$ cat config.mk
export PLATFORM = sky130hd
export DESIGN_NAME = mfm_write_encoder
export DESIGN_NICKNAME = d
export VERILOG_FILES = /design/src/rtl/mfm_write_encoder.sv
export SDC_FILE = /design/constraint.sdc
export NUM_CORES = 1
export LEC_CHECK = 0
export CORE_MARGIN = 3
export CORE_UTILIZATION = 30
export CTS_CLUSTER_DIAMETER = 150
export CTS_CLUSTER_SIZE = 28
export DETAILED_ROUTE_END_ITERATION = 8
export PLACE_DENSITY = 0.46
export SLEW_MARGIN = 20
export SYNTH_ARGS = -nofsm -noshare
export SYNTH_HDL_FRONTEND = slang
export SYNTH_SLANG_ARGS = --single-unit
$ cat constraint.sdc
create_clock -name clk_50 -period 4.6 [get_ports clk_50]
set_clock_uncertainty 0.1 [all_clocks]
set_input_delay 0.92 -clock clk_50 [delete_from_list [all_inputs] [get_ports clk_50]]
set_output_delay 0.92 -clock clk_50 [all_outputs]
set_load 0.005 [all_outputs]
$ cat src/rtl/mfm_write_encoder.sv
// MFM write encoder: accepts bytes over valid/ready, serializes MSB-first and
// emits fixed-width write pulses on a CELL_CLKS cell grid, with address-mark support.
module mfm_write_encoder #(
  parameter int CELL_CLKS  = 5,
  parameter int PULSE_CLKS = 2
) (
  input  logic       clk_50,
  input  logic       rst,
  input  logic [7:0] din,
  input  logic       din_mark,
  input  logic       din_valid,
  output logic       din_ready,
  output logic       mfm_out,
  output logic       wr_gate
);

  typedef enum logic {IDLE, SEND} state_t;

  localparam logic [4:0] CNT_LAST  = 5'(CELL_CLKS - 1);
  localparam logic [4:0] PULSE_LEN = 5'(PULSE_CLKS);
  localparam logic [3:0] MARK_CELL = 4'd10;

  state_t     state, state_nxt;
  logic [7:0] hold_data;
  logic       hold_mark;
  logic       hold_full;
  logic [7:0] shift_reg, shift_nxt;
  logic       shift_mark, mark_nxt;
  logic       prev_bit, prev_nxt;
  logic [3:0] cell_idx, idx_nxt;
  logic [4:0] cell_cnt, cnt_nxt;
  logic       accept, cell_end, load, pulse, mfm_nxt;

  assign din_ready = !hold_full;
  assign accept    = din_valid && !hold_full;
  assign cell_end  = (cell_cnt == CNT_LAST);

  always_comb begin
    state_nxt = state;
    shift_nxt = shift_reg;
    mark_nxt  = shift_mark;
    prev_nxt  = prev_bit;
    idx_nxt   = cell_idx;
    cnt_nxt   = cell_cnt;
    load      = 1'b0;
    pulse     = 1'b0;
    mfm_nxt   = 1'b0;

    case (state)
      IDLE: begin
        if (hold_full) begin
          load      = 1'b1;
          state_nxt = SEND;
          shift_nxt = hold_data;
          mark_nxt  = hold_mark;
          prev_nxt  = 1'b0;
          idx_nxt   = 4'd0;
          cnt_nxt   = 5'd0;
        end
      end
      SEND: begin
        if (!cell_end) begin
          cnt_nxt = cell_cnt + 5'd1;
        end else begin
          cnt_nxt = 5'd0;
          idx_nxt = cell_idx + 4'd1;
          // Closing a data cell: the bit just written becomes prev_bit.
          if (cell_idx[0]) begin
            prev_nxt  = shift_reg[7];
            shift_nxt = {shift_reg[6:0], 1'b0};
          end
          if (cell_idx == 4'd15) begin
            if (hold_full) begin
              load      = 1'b1;
              shift_nxt = hold_data;
              mark_nxt  = hold_mark;
            end else begin
              state_nxt = IDLE;
            end
          end
        end
      end
      default: state_nxt = IDLE;
    endcase

    // The pulse decision is made for the cell being entered so mfm_out can be registered.
    if (idx_nxt[0]) begin
      pulse = shift_nxt[7];
    end else begin
      pulse = !shift_nxt[7] && !prev_nxt && !(mark_nxt && idx_nxt == MARK_CELL);
    end
    mfm_nxt = (state_nxt == SEND) && pulse && (cnt_nxt < PULSE_LEN);
  end

  always_ff @(posedge clk_50 or posedge rst) begin
    if (rst) begin
      state      <= IDLE;
      shift_reg  <= 8'd0;
      shift_mark <= 1'b0;
      prev_bit   <= 1'b0;
      cell_idx   <= 4'd0;
      cell_cnt   <= 5'd0;
      mfm_out    <= 1'b0;
      wr_gate    <= 1'b0;
    end else begin
      state      <= state_nxt;
      shift_reg  <= shift_nxt;
      shift_mark <= mark_nxt;
      prev_bit   <= prev_nxt;
      cell_idx   <= idx_nxt;
      cell_cnt   <= cnt_nxt;
      mfm_out    <= mfm_nxt;
      wr_gate    <= (state_nxt == SEND);
    end
  end

  always_ff @(posedge clk_50 or posedge rst) begin
    if (rst) begin
      hold_data <= 8'd0;
      hold_mark <= 1'b0;
      hold_full <= 1'b0;
    end else if (accept) begin
      hold_data <= din;
      hold_mark <= din_mark;
      hold_full <= 1'b1;
    end else if (load) begin
      hold_full <= 1'b0;
    end
  end

endmodule

==> results.sh <==
export IMPL_total_power_uw=987
export IMPL_post_synth_top_area_fraction=0.530
export IMPL_drt_iter0_markers=123
export IMPL_drc_errors=0
export IMPL_antenna_found_initial=0
export IMPL_fin_nets=162
export IMPL_io_buffers=14
export IMPL_worst_r2r_cell_count=8
export IMPL_fill_cells=442
export IMPL_synth_area_leaders="dfrtp_1, mux2_2, a222oi_1"
export IMPL_hold_path_class="flop to flop"
export IMPL_switchingPower_uw=309
export IMPL_cp_arrival_ns=2.75
export IMPL_worstMarginPinSlew_ns=0.867
export IMPL_status="finished clean"
export IMPL_p_comb_frac=0.276
export IMPL_internal_power_uw=679
export IMPL_cap_violations=0
export IMPL_clk_latency_ns=0.28
export IMPL_finalHoldViolations=0
export IMPL_antenna_cells=0
export IMPL_synth_area_per_cell_um2=11.3
export IMPL_async_flop_share=1.00
export IMPL_cts_hold_buf=0
export IMPL_seqPwrFrac=0.444
export IMPL_numCtsBuffers=5
export IMPL_start_util=0.323
export IMPL_final_setup_viol_count=0
export IMPL_drt_first_pass_iters=6
export IMPL_finish_utilization=0.394
export IMPL_leakage_uw=0.000848
export IMPL_post_cts_setup_buffers=0
export IMPL_required_ns=4.72
export IMPL_slew_viol_final=0
export IMPL_synth_edf_count=0
export IMPL_crit_path_end_kind="flop"
export IMPL_whs_ns=0.401
export IMPL_synth_largest_area_cell="dfrtp_1"
export IMPL_fin_crit_ns=2.64
export IMPL_wl_per_cell_um=14.0
export IMPL_fin_crit_sh=0.573
export IMPL_fin_setup_tns_ns=0
export IMPL_place_hpwl_um=2130
export IMPL_synth_cell_types=36
export IMPL_power_per_cell_area_nw_per_um2=552
export IMPL_timing_fmax_mhz=379
export IMPL_viasPerCell=4.98
export IMPL_p_clk_frac=0.281
export IMPL_io_pins=15
export IMPL_gp_congestion=0.806
export IMPL_grt_overflow_total=0
export IMPL_cts_sinks=31
export IMPL_ctsResizeCount=0
export IMPL_synth_cell_area_um2=1460
export IMPL_syn_inst=129
export IMPL_area_delta_synth_final_pct=22.1
export IMPL_min_to="shift_reg[4]"
export IMPL_die_y_um=75.9
export IMPL_crit_type="flop to flop"
export IMPL_hold_path_depth=2
export IMPL_cts_root_buf="clkbuf_8"
export IMPL_num_vias=1061
export IMPL_critPathLaunchType="flop"
export IMPL_cts_tree="done"
export IMPL_clk_pin_slew_worst_paths_ns=0.06
export IMPL_first_global_vias=1069
export IMPL_wirelength_um=2980
export IMPL_rows=24
export IMPL_fp_dieArea_um2=5750
export IMPL_yosys_most_used_dff="dfrtp_1"
export IMPL_synth_seq_area_share=0.530
export IMPL_timing_rr_start="cell_cnt[0]"
export IMPL_peakVddDrop_uv=162
export IMPL_yosys_warnings=0
export IMPL_ant_nets=0
export IMPL_hp_start="shift_reg[3]"
export IMPL_final_common_cell="dfrtp_1"
export IMPL_grt_util_all_layers=0.124
export IMPL_ys_ff_latch=31
export IMPL_grt_max_degree=29
export IMPL_syn_nets=144
export IMPL_grt_setup_unrepaired="no"
export IMPL_drive_gt1_frac=0.169
export IMPL_h_tree_depth=2
export IMPL_relSlewSlack=0.421
export IMPL_r2r_end="mfm_out"
export IMPL_die_w_um=75.9
export IMPL_most_common_layout_cells="dfrtp_1, clkdlybuf4s50_1, nand2_1"
export IMPL_grt_pass1_wl_um=5280
export IMPL_clk_path_buf_depth=2
export IMPL_regToRegSetupSlack_ns=1.96
export IMPL_netSwitchingFraction=0.312
export IMPL_cp_max_fo=11
export IMPL_core_um2=4530
[synthesized netlist by cell type (all sizes together) (2+ instances only)]
master	n
dfrtp	31
inv	13
nand2	13
mux2	9
o21ai	7
a222oi	6
nand3	5
nor2	5
mux2i	4
clkbuf	3
ha	3
o31ai	3
a21oi	2
a31o	2
and4bb	2
nand4	2
nor2b	2
nor4	2
[how the worst max path moves through the flow]
stage / startpoint / end / slack (ns)
floorplan: cell_cnt[0] / mfm_out / 2.50
global placement: din_valid / hold_data[1] / 1.92
detailed placement: din_valid / hold_mark / 1.85
CTS: cell_cnt[0] / mfm_out / 1.93
global route: cell_cnt[0] / mfm_out / 1.75
finish: cell_cnt[0] / mfm_out / 1.96
[final cells by class]
type	count	area, um2	share of cell area
Sequential cell	31	776	0.434
Multi-Input combinational cell	81	617	0.345
Timing Repair Buffer	15	148	0.0826
Clock buffer	6	82.6	0.0462
Tap cell	65	81.3	0.0455
Inverter	13	48.8	0.0273
Clock inverter	2	35.0	0.0196
[through the flow]
stage	instance area [um2]	setup slack (ns)	instances
6_report	1790	1.96	213
5_1_grt	1790	1.75	213
4_1_cts	1790	1.93	213
3_5_place_dp	1670	1.85	205
3_3_place_gp	1670	1.92	205
2_1_floorplan	1460	2.50	129
[kinds of logic (layout without fill, tap and decap cells)]
family	after synthesis	in the layout	synth area share
simple gates	36	36	0.144
compound gates	28	28	0.146
buf+inv	17	36	0.0487
fa+ha+maj	3	3	0.0256
mux	13	13	0.0991
flops	31	31	0.530
xor+xnor	1	1	0.00598
[critical path: stages (launching register included)]
cell and delay, ns:
dfrtp_1 0.42, inv_1 0.07, ha_1 0.18, nand4bb_2 0.33, o21ai_2 0.56, mux2_4 0.35
and4b_1 0.21, and4bb_1 0.24, o21a_1 0.12
[power by group through the flow]
stage               Combinational, uW  Clock (uW)  Sequential [uW]
floorplan                         232           0              416
global placement                  267           0              442
detailed placement                277           0              444
CTS                               277         283              439
global route                      314         298              456
finish                            272         277              438
[per-layer routing]
metal  global-route usage  routed length, um
met1                0.162               1450
met2                0.193               1350
met3               0.0422                161
met4               0.0408                 18
met5                    0                  0
Note: power is estimated with default switching activity, not from simulation.
